## config.mk

```make
export PLATFORM = sky130hd
export DESIGN_NAME = add_tree_seq
export DESIGN_NICKNAME = d
export VERILOG_FILES = /design/src/rtl/add_tree_pkg.sv /design/src/rtl/shared_adder.sv /design/src/rtl/add_tree_seq.sv
export SDC_FILE = /design/constraint.sdc
export NUM_CORES = 1
export LEC_CHECK = 0
export BUFFER_PORTS_ARGS = -buffer_cell sky130_fd_sc_hd__buf_2
export CAP_MARGIN = 20
export CORE_MARGIN = 5
export CORE_UTILIZATION = 35
export DETAILED_ROUTE_END_ITERATION = 8
export PLACE_DENSITY = 0.63
export SLEW_MARGIN = 10
export SYNTH_ARGS = -nofsm -noshare
export SYNTH_HDL_FRONTEND = slang
export SYNTH_HIERARCHICAL = 1
export SYNTH_SLANG_ARGS = --single-unit
```

## constraint.sdc

```tcl
create_clock -name clk -period 3 [get_ports clk]
set_input_delay 0.6 -clock clk [delete_from_list [all_inputs] [get_ports clk]]
set_output_delay 0.6 -clock clk [all_outputs]
set_load 0.02 [all_outputs]
```

## src/rtl/add_tree_pkg.sv

```systemverilog
// Shared types and defaults for the four-operand sequential add tree.
package add_tree_pkg;

  localparam int unsigned DefaultWidth = 4;
  localparam int unsigned DefaultCntW  = 8;

  typedef enum logic [2:0] {
    StIdle = 3'd0,
    StAb   = 3'd1,
    StCd   = 3'd2,
    StFin  = 3'd3,
    StDone = 3'd4
  } state_e;

endpackage

```

## src/rtl/shared_adder.sv

```systemverilog
// Combinational modulo-2^WIDTH adder shared by every step of the add tree.
module shared_adder #(
  parameter int unsigned WIDTH = 4
) (
  input  logic [WIDTH-1:0] a_i,
  input  logic [WIDTH-1:0] b_i,
  output logic [WIDTH-1:0] sum_o
);

  // Carry-out is intentionally dropped.
  assign sum_o = a_i + b_i;

endmodule

```

## src/rtl/add_tree_seq.sv

```systemverilog
// Computes (a+b)+(c+d) over three cycles with one adder, behind valid/ready handshakes.
module add_tree_seq
  import add_tree_pkg::*;
#(
  parameter int unsigned WIDTH = DefaultWidth,
  parameter int unsigned CNT_W = DefaultCntW
) (
  input  logic             clk,
  input  logic             rst_n,
  input  logic             in_valid,
  output logic             in_ready,
  input  logic [WIDTH-1:0] data_a,
  input  logic [WIDTH-1:0] data_b,
  input  logic [WIDTH-1:0] data_c,
  input  logic [WIDTH-1:0] data_d,
  output logic             out_valid,
  input  logic             out_ready,
  output logic [WIDTH-1:0] ss1,
  output logic [WIDTH-1:0] ss2,
  output logic [WIDTH-1:0] s,
  output logic             busy,
  output logic [CNT_W-1:0] done_cnt
);

  state_e state_q, state_d;
  logic [WIDTH-1:0] op_a_q, op_a_d, op_b_q, op_b_d, op_c_q, op_c_d, op_d_q, op_d_d;
  logic [WIDTH-1:0] ss1_q, ss1_d, ss2_q, ss2_d, s_q, s_d;
  logic [CNT_W-1:0] done_cnt_q, done_cnt_d;
  logic [WIDTH-1:0] add_a, add_b, add_sum;

  shared_adder #(
    .WIDTH(WIDTH)
  ) u_adder (
    .a_i  (add_a),
    .b_i  (add_b),
    .sum_o(add_sum)
  );

  always_comb begin
    state_d    = state_q;
    op_a_d     = op_a_q;
    op_b_d     = op_b_q;
    op_c_d     = op_c_q;
    op_d_d     = op_d_q;
    ss1_d      = ss1_q;
    ss2_d      = ss2_q;
    s_d        = s_q;
    done_cnt_d = done_cnt_q;
    add_a      = ss1_q;
    add_b      = ss2_q;
    unique case (state_q)
      StIdle: begin
        if (in_valid) begin
          op_a_d  = data_a;
          op_b_d  = data_b;
          op_c_d  = data_c;
          op_d_d  = data_d;
          state_d = StAb;
        end
      end
      StAb: begin
        add_a   = op_a_q;
        add_b   = op_b_q;
        ss1_d   = add_sum;
        state_d = StCd;
      end
      StCd: begin
        add_a   = op_c_q;
        add_b   = op_d_q;
        ss2_d   = add_sum;
        state_d = StFin;
      end
      StFin: begin
        s_d     = add_sum;
        state_d = StDone;
      end
      StDone: begin
        if (out_ready) begin
          done_cnt_d = done_cnt_q + CNT_W'(1);
          state_d    = StIdle;
        end
      end
      default: state_d = StIdle;
    endcase
  end

  always_ff @(posedge clk or negedge rst_n) begin
    if (!rst_n) begin
      state_q    <= StIdle;
      op_a_q     <= '0;
      op_b_q     <= '0;
      op_c_q     <= '0;
      op_d_q     <= '0;
      ss1_q      <= '0;
      ss2_q      <= '0;
      s_q        <= '0;
      done_cnt_q <= '0;
    end else begin
      state_q    <= state_d;
      op_a_q     <= op_a_d;
      op_b_q     <= op_b_d;
      op_c_q     <= op_c_d;
      op_d_q     <= op_d_d;
      ss1_q      <= ss1_d;
      ss2_q      <= ss2_d;
      s_q        <= s_d;
      done_cnt_q <= done_cnt_d;
    end
  end

  // Handshake flags depend only on the state register.
  assign in_ready  = (state_q == StIdle);
  assign out_valid = (state_q == StDone);
  assign busy      = (state_q != StIdle);
  assign ss1       = ss1_q;
  assign ss2       = ss2_q;
  assign s         = s_q;
  assign done_cnt  = done_cnt_q;

endmodule

```

==> results of run 1 <==
logic make-up (layout without fill, tap and decap cells):
logic type	after synthesis	after routing	share of synthesized area, %
buffers and inverters	8	56	2.466
multiplexers	29	29	19.93
adder cells (fa/ha/maj)	5	5	3.836
flip-flops	39	39	53.42
AO/OA/AOI/OAI	19	19	8.287
XOR/XNOR	10	10	4.795
AND/OR/NAND/NOR	20	20	7.260
layout make-up:
type	instances	area, um2	share of cell area [%]
flip-flops and latches	39	975.9	44.42
inverters	3	11.26	0.5125
repair buffers	45	232.7	10.59
clock buffers	5	68.82	3.132
well taps	70	87.58	3.986
clock inverters	3	15.01	0.6834
multi-input cells	83	805.8	36.67
cell usage after synthesis:
cell type / number
dfrtp_1: 39
mux2_2: 19
mux2_4: 10
a21o_1: 9
a22o_1: 8
xnor2_1: 7
ha_1: 4
buf_2: 3
inv_1: 3
nand2_1: 3
xor2_1: 3
and2_1: 2
nand3_1: 2
nand4_1: 2
nor2_1: 2
nor3b_2: 2
a21oi_2: 1
and3_1: 1
and4_1: 1
buf_4: 1
buf_6: 1
fa_1: 1
nand3b_1: 1
nor2_2: 1
nor3_1: 1
nor3_2: 1
nor4bb_1: 1
o21ai_0: 1
per-layer routing:
metal,wire [um],part of all wire (%)
met4,43,1.2
met3,178,4.8
met2,1846,50
met1,1658,44
met5,0,0
flip-flops by register name, indices dropped and copies added (netlist names):
signal    cells
state_q       3
op_d_q        4
s             4
ss1           4
done_cnt      8
op_a_q        4
op_c_q        4
op_b_q        4
ss2           4
worst min-delay path by stage:
stage,start,to,slack (ns),depth (start not counted)
after detailed placement,done_cnt[7],done_cnt[7],0.47,1
after global routing,rst_n,s[0],0.49,1
after global placement,done_cnt[7],done_cnt[7],0.46,1
after floorplan,rst_n,done_cnt[0],0.30,0
after CTS,rst_n,op_d_q[3],0.44,1
final,rst_n,done_cnt[1],0.42,1
power groups by stage:
stage          Clock [mW]  Combinational (mW)  Sequential (mW)
2_1_floorplan           0                1.07             1.05
4_1_cts             0.347                1.57            0.974
5_1_grt             0.372                1.70             1.01
3_5_place_dp            0                1.56            0.984
3_3_place_gp            0                1.49            0.966
6_report            0.335                1.55            0.972
metrics by stage:
step,setup slack [ns],instances,hold slack (ns)
after floorplan,0.6563,130,0.3044
after global placement,0.4467,240,0.4576
after detailed placement,0.4043,240,0.4690
after CTS,0.3823,248,0.4442
after global routing,0.2362,248,0.4897
final,0.3888,248,0.4155
worst register-to-register path: stages, from the launching register on:
cell and delay (ns):
dfrtp_1 0.47, nor3b_2 0.53, buf_4 0.26, a22o_1 0.16, a21o_1 0.13, ha_1 0.24, a21o_1 0.17, a21oi_2 0.16
xnor2_1 0.12, mux2_2 0.27
==> impl_metrics.toml, run 1 <==
[run_status]
status = "finished clean"

[setup_path]
slowest_delay_ns = 0.53
cp_slowest_cell = "nor3b_2"
reg2regPathDepth = 9
crit_fanout = 8
arrival_ns = 2.79
path_delay_family = "compound AO/OA/AOI/OAI gates"
r2r-end = "ss2[3]"
crit_top_cell = "a21o_1"
cp.required_ns = 3.18
r2r_slack_ns = 0.39
cp.depth = 9
cp-endpoint = "ss2[3]"
path_buf_inv = 1
worst_setup_path_end_kind = "register"
path_class = "register to register"
startpoint = "state_q[1]"
r2r-start = "state_q[1]"
path_cells = "nor3b_2 > buf_4 > a22o_1 > a21o_1 > ha_1 > a21o_1 > a21oi_2 > xnor2_1 > mux2_2"
startpoint_type = "register"

[logic_synthesis]
netlist_area_mm2 = 0.001827
yosys_warnings = 6
ys_top_cells_by_area = "dfrtp_1, mux2_2, mux2_4"
syn_inst = 130
yosysTopAreaCell = "dfrtp_1"
synth.top_cell.area_share_pct = 53.42
syn_avg_cell_area_um2 = 14.05
syn_nets = 155
synth_cell_types = 28
ys_seq_area_share_pct = 53.42
synth-seq-cells = 39

[cells_and_area]
area.growth.synth_to_final_pct = 20.27
final_util_pct = 43.29
fin_area_mm2 = 0.002197
layout_common_cells = "buf_2, dfrtp_1, mux2_2"
drive_above_1_share_pct = 48.88
antenna_cells = 0
num-fill-cells = 507
mostFrequentLayoutCell = "buf_2"
nNetsFinal = 202

[placement]
hpwl_mm = 2.923
gp_congestion = 0.8642
portBuffers = 42
postPlaceCellArea_mm2 = 0.002113

[cts]
cts_setup_buffers = 0
htreeDepth = 2
cts.sinks = 39
cts_root_buf = "clkbuf_8"
cts_tree = "built"
clkTransAtPathRegs_ns = 0.07
cts.repair.resized = 0
ctsHoldBuffers = 0
cts_made_buffers = 5
cts_buffer_depth = 2
worstSkewPairLatency_ns = 0.29

[global_routing]
use_met1_pct = 14.77
grt_max_degree = 40
top_usage_layer = "met2"
met2_usage_pct = 20.51
grt_remaining_overflow = 0
grt_antenna_before_repair = 0
first_global_vias = 1281
grt_usage_pct = 12.19
grt_use_met3_pct = 3.471
grt_pass1_wl_mm = 6.210

[floorplan]
dieHeight_um = 82.25
io_pins = 43
rows = 26
core_area_mm2 = 0.005075
die_w_um = 82.25
initial_core_util_pct = 36.00
die_area_mm2 = 0.006764

[power_and_ir_drop]
p_int_mw = 1.716
leakagePower_nw = 1.104
swShare_pct = 39.91
pwr-share-comb_pct = 54.2
clkPwrFrac_pct = 11.7
seq_power_share_pct = 34.0
power_mw = 2.855
power.density_mw_per_mm2 = 1300
switchingPower_mw = 1.139
ir_drop_mv = 0.4088

[sta]
rsz0062_at_grt = "no"
final_max_slew_viol_count = 0
final-hold-violation-count = 0
finalCritPeriodShare_pct = 87.04
clock.fmax_ghz = 0.3830
setup_viol = 0
fin_worst_skew_ns = 0.003049
post-route-min-period_ns = 2.611
max_slew_margin_pct = 41.20
fin_tns_setup_ns = 0
max_slew.worst_pin.slew_ns = 0.8819

[drt]
drt_iter0_markers = 57
ant_nets = 0
wl_per_cell_um = 15.03
drt_pass1_iterations = 4
drc_errors = 0
vias_per_cell = 4.734
vias = 1174
wl_mm = 3.727

[hold_path]
holdCritPathClass = "input port to async pin"

[flow_run]
max_cap_violations = 0
Power figures use the tool's default switching activity.
==> run 2, diff against run 1 <==
Settings changed: CORE_UTILIZATION 35 to 50, MAX_ROUTING_LAYER set to met4, PLACE_DENSITY 0.63 to 0.82.
==> impl_metrics.toml, run 2 (synthesis results as in run 1) <==
[power_and_ir_drop]
power.density_mw_per_mm2 = 1327
swShare_pct = 39.74
clkPwrFrac_pct = 12.0
leakagePower_nw = 1.103
p_int_mw = 1.738
pwr-share-comb_pct = 54.3
switchingPower_mw = 1.146
ir_drop_mv = 0.4792
power_mw = 2.884
seq_power_share_pct = 33.7

[hold_path]
holdCritPathClass = "input port to async pin"

[cells_and_area]
antenna_cells = 0
largest_reg_flops = 8
area.growth.synth_to_final_pct = 18.97
drive_above_1_share_pct = 48.59
layout_common_cells = "buf_2, dfrtp_1, mux2_2"
nNetsFinal = 202
mostFrequentLayoutCell = "buf_2"
fin_area_mm2 = 0.002173

[cts]
cts_made_buffers = 5
worstSkewPairLatency_ns = 0.29
htreeDepth = 2
cts_tree = "built"
cts.repair.resized = 0
cts_root_buf = "clkbuf_8"
cts_setup_buffers = 0
ctsHoldBuffers = 0
cts_buffer_depth = 2
cts.sinks = 39
clkTransAtPathRegs_ns = 0.07

[sta]
finalCritPeriodShare_pct = 87.53
setup_viol = 0
rsz0062_at_grt = "no"
final-hold-violation-count = 0
fin_worst_skew_ns = 0.005677
max_slew_margin_pct = 39.50
clock.fmax_ghz = 0.3808
post-route-min-period_ns = 2.626
final_max_slew_viol_count = 0
fin_tns_setup_ns = 0
max_slew.worst_pin.slew_ns = 0.9075

[setup_path]
arrival_ns = 2.80
worst_setup_path_end_kind = "register"
path_delay_family = "simple AND/OR/NAND/NOR gates"
path_buf_inv = 0
crit_fanout = 9
r2r_slack_ns = 0.37
slowest_delay_ns = 0.51
startpoint_type = "register"
path_class = "register to register"
cp_slowest_cell = "nor3b_2"
cp.required_ns = 3.17
path_cells = "nor3b_2 > nor2_2 > a21o_1 > ha_1 > fa_1 > xor2_1 > mux2_2"

[floorplan]
core_area_mm2 = 0.003606
io_pins = 43
rows = 22
dieHeight_um = 70.45
die_w_um = 70.45
initial_core_util_pct = 50.66
die_area_mm2 = 0.004963

[drt]
drc_errors = 0
drt_iter0_markers = 46
vias_per_cell = 5.227
wl_mm = 3.507
vias = 1176
ant_nets = 0
wl_per_cell_um = 15.59
drt_pass1_iterations = 4

[placement]
hpwl_mm = 2.708
gp_congestion = 0.7812
portBuffers = 42
postPlaceCellArea_mm2 = 0.002086

[global_routing]
first_global_vias = 1276
grt_max_degree = 40
grt_pass1_wl_mm = 6.134
grt_remaining_overflow = 0
grt_usage_pct = 16.39
grt_antenna_before_repair = 0

[run_status]
status = "finished clean"

[flow_run]
max_cap_violations = 0
-- run 2: per-layer routing --
| layer | up-vias | share of wire, % | track usage, % |
|---|---|---|---|
| li1 | 561 | - | - |
| met1 | 568 | 43 | 19.87 |
| met2 | 34 | 49 | 25.16 |
| met3 | 13 | 4.8 | 4.892 |
| met4 | 0 | 2.8 | 7.447 |
| met5 | - | 0 | - |
-- run 2: power by group through the flow --
stage / Combinational, mW / Sequential [mW] / Clock [mW]
floorplan: 1.07 / 1.05 / 0
finish: 1.57 / 0.972 / 0.347
CTS: 1.58 / 0.973 / 0.357
global placement: 1.49 / 0.961 / 0
global route: 1.72 / 1.01 / 0.383
detailed placement: 1.56 / 0.982 / 0
-- run 2: worst paths after layout --
path	start	to	cells past startpoint
setup reg to reg	state_q[0]	s[2]	7
max in group asynchronous	rst_n	ss1[0]	1
hold / removal	rst_n	done_cnt[7]	1
min in group clk	done_cnt[7]	done_cnt[7]	1
hold reg to reg	done_cnt[7]	done_cnt[7]	1
setup / recovery	state_q[0]	s[2]	7
-- run 2: metrics by stage --
stage / setup WS, ns / util [%] / instances / hold WS, ns
finish: 0.3741 / 60.27 / 225 / 0.3998
global route: 0.2173 / 60.27 / 225 / 0.4772
CTS: 0.3742 / 60.27 / 225 / 0.4383
detailed placement: 0.4040 / 57.84 / 218 / 0.4615
global placement: 0.4610 / 57.84 / 218 / 0.4570
floorplan: 0.6563 / - / 130 / 0.3044
-- run 2: cell type report --
type	instances	area, um2
clock inverter	1	5.005
fill	302	1433
tap	48	60.06
timing repair buffer	45	232.7
clock buffer	6	82.58
multi-input combinational	83	805.8
sequential	39	975.9
inverter	3	11.26
-- run 2: worst register-to-register path: stages (launching register included) --
cell	delay (ns)
dfrtp_1	0.47
nor3b_2	0.52
nor2_2	0.20
a21o_1	0.23
ha_1	0.22
fa_1	0.39
xor2_1	0.21
mux2_2	0.28
==> run 3, diff against run 2 <==
Settings changed: CORE_UTILIZATION 50 to 53, GPL_TIMING_DRIVEN set to 0, PLACE_DENSITY 0.82 to 0.86, SKIP_LAST_GASP set to 1.
==> impl_metrics.toml, run 3 (synthesis results as in run 1) <==
[cts]
clkTransAtPathRegs_ns = 0.11
cts_buffer_depth = 2
cts.sinks = 39
worstSkewPairLatency_ns = 0.34
cts_made_buffers = 5
ctsHoldBuffers = 0
cts_root_buf = "clkbuf_4"
cts.repair.resized = 0
cts_setup_buffers = 0
htreeDepth = 2
cts_tree = "built"

[sta]
max_slew.worst_pin.slew_ns = 0.8574
fin_tns_setup_ns = 0
fin_worst_skew_ns = 0.01081
final-hold-violation-count = 0
rsz0062_at_grt = "no"
setup_slack_ns = 0.3260
setup_viol = 0
clock.fmax_ghz = 0.3740
post-route-min-period_ns = 2.674
max_slew_margin_pct = 42.84
final_max_slew_viol_count = 0
finalCritPeriodShare_pct = 89.13

[floorplan]
io_pins = 43
dieHeight_um = 68.71
rows = 21
initial_core_util_pct = 54.74
die_w_um = 68.71
die_area_mm2 = 0.004721
core_area_mm2 = 0.003337

[setup_path]
slowest_delay_ns = 0.49
cp_slowest_cell = "dfrtp_1"
cp.required_ns = 3.24
worst_setup_path_end_kind = "register"
path_delay_family = "adder cells"
path_buf_inv = 1
startpoint_type = "register"
crit_fanout = 10
path_cells = "nor3b_2 > buf_2 > nor2_2 > a21o_1 > ha_1 > fa_1 > xor2_1 > mux2_2"
arrival_ns = 2.91
path_class = "register to register"

[cells_and_area]
drive_above_1_share_pct = 48.89
num-fill-cells = 253
mostFrequentLayoutCell = "buf_2"
largest_reg_flops = 8
antenna_cells = 0
area.growth.synth_to_final_pct = 18.42
nNetsFinal = 204
final_util_pct = 64.83
stdcell_count = 226
layout_common_cells = "buf_2, dfrtp_1, mux2_2"

[placement]
preCtsSetupSlack_ns = 0.3484
gp_congestion = 0.7497
portBuffers = 42
placed_cells = 218
hpwl_mm = 2.719

[drt]
drt_pass1_iterations = 4
drt_iter0_markers = 41
ant_nets = 0
drc_errors = 0
vias_per_cell = 5.208
vias = 1177
wl_mm = 3.540
wl_per_cell_um = 15.66

[power_and_ir_drop]
ir_drop_mv = 0.4273
leakagePower_nw = 1.106
power_mw = 2.813
power.density_mw_per_mm2 = 1301

[global_routing]
grt_usage_pct = 18.22
grt_max_degree = 40
first_global_vias = 1251
grt_antenna_before_repair = 0
grt_remaining_overflow = 0
grt_pass1_wl_mm = 5.878

[run_status]
status = "finished clean"

[flow_run]
max_cap_violations = 0

[hold_path]
holdCritPathClass = "input port to async pin"
-- run 3: changes by cell type in the layout (fill, tap and decap cells not counted), sizes merged --
cell / delta
buf: +2
clkinv: -1
clkbuf: +2
-- run 3: layout make-up --
cell class | count | area, um2 | share of cell area, %
multi-input cells | 83 | 805.8 | 37.25
flip-flops and latches | 39 | 975.9 | 45.11
clock buffers | 8 | 68.82 | 3.181
repair buffers | 42 | 210.2 | 9.717
well taps | 46 | 57.56 | 2.661
inverters | 3 | 11.26 | 0.5205
plain buffers | 5 | 33.78 | 1.562
-- run 3: metal layers --
| layer | track usage, % | share of wire [%] |
|---|---|---|
| met5 | - | 0 |
| met4 | 8.759 | 2.5 |
| met3 | 4.862 | 5.4 |
| met2 | 28.72 | 49 |
| met1 | 21.71 | 43 |
-- run 3: worst paths after layout --
path                              from     endpoint  slack, ns  cells after the start
max                         state_q[0]       ss2[2]       0.33                      8
min                              rst_n    op_b_q[1]       0.35                      1
max reg2reg                 state_q[0]       ss2[2]       0.33                      8
min reg2reg                done_cnt[7]  done_cnt[7]       0.47                      1
max in group asynchronous        rst_n    op_c_q[0]       2.11                      1
min in group clk             out_ready   state_q[2]       0.46                      2
-- run 3: per-stage QoR --
step,instance area [um2],hold WS (ns)
after floorplan,1827,0.3044
after global placement,2095,0.4565
after detailed placement,2095,0.4645
after CTS,2163,0.3527
after global routing,2163,0.4065
final,2163,0.3537
-- run 3: power by group --
| part | leakage, nW | internal (mW) | switching [mW] |
|---|---|---|---|
| Sequential | 0.477 | 0.772 | 0.185 |
| Clock | 0.0386 | 0.138 | 0.162 |
| Combinational | 0.590 | 0.785 | 0.772 |
-- run 3: worst reg2reg max path: cells and delay by family, from the launching register on --
family          cells  cell delay [ns]
fa+ha+maj           2             0.61
flops               1             0.49
simple gates        2             0.46
buf+inv             1             0.31
mux                 1             0.28
compound gates      1             0.22
xor+xnor            1             0.20
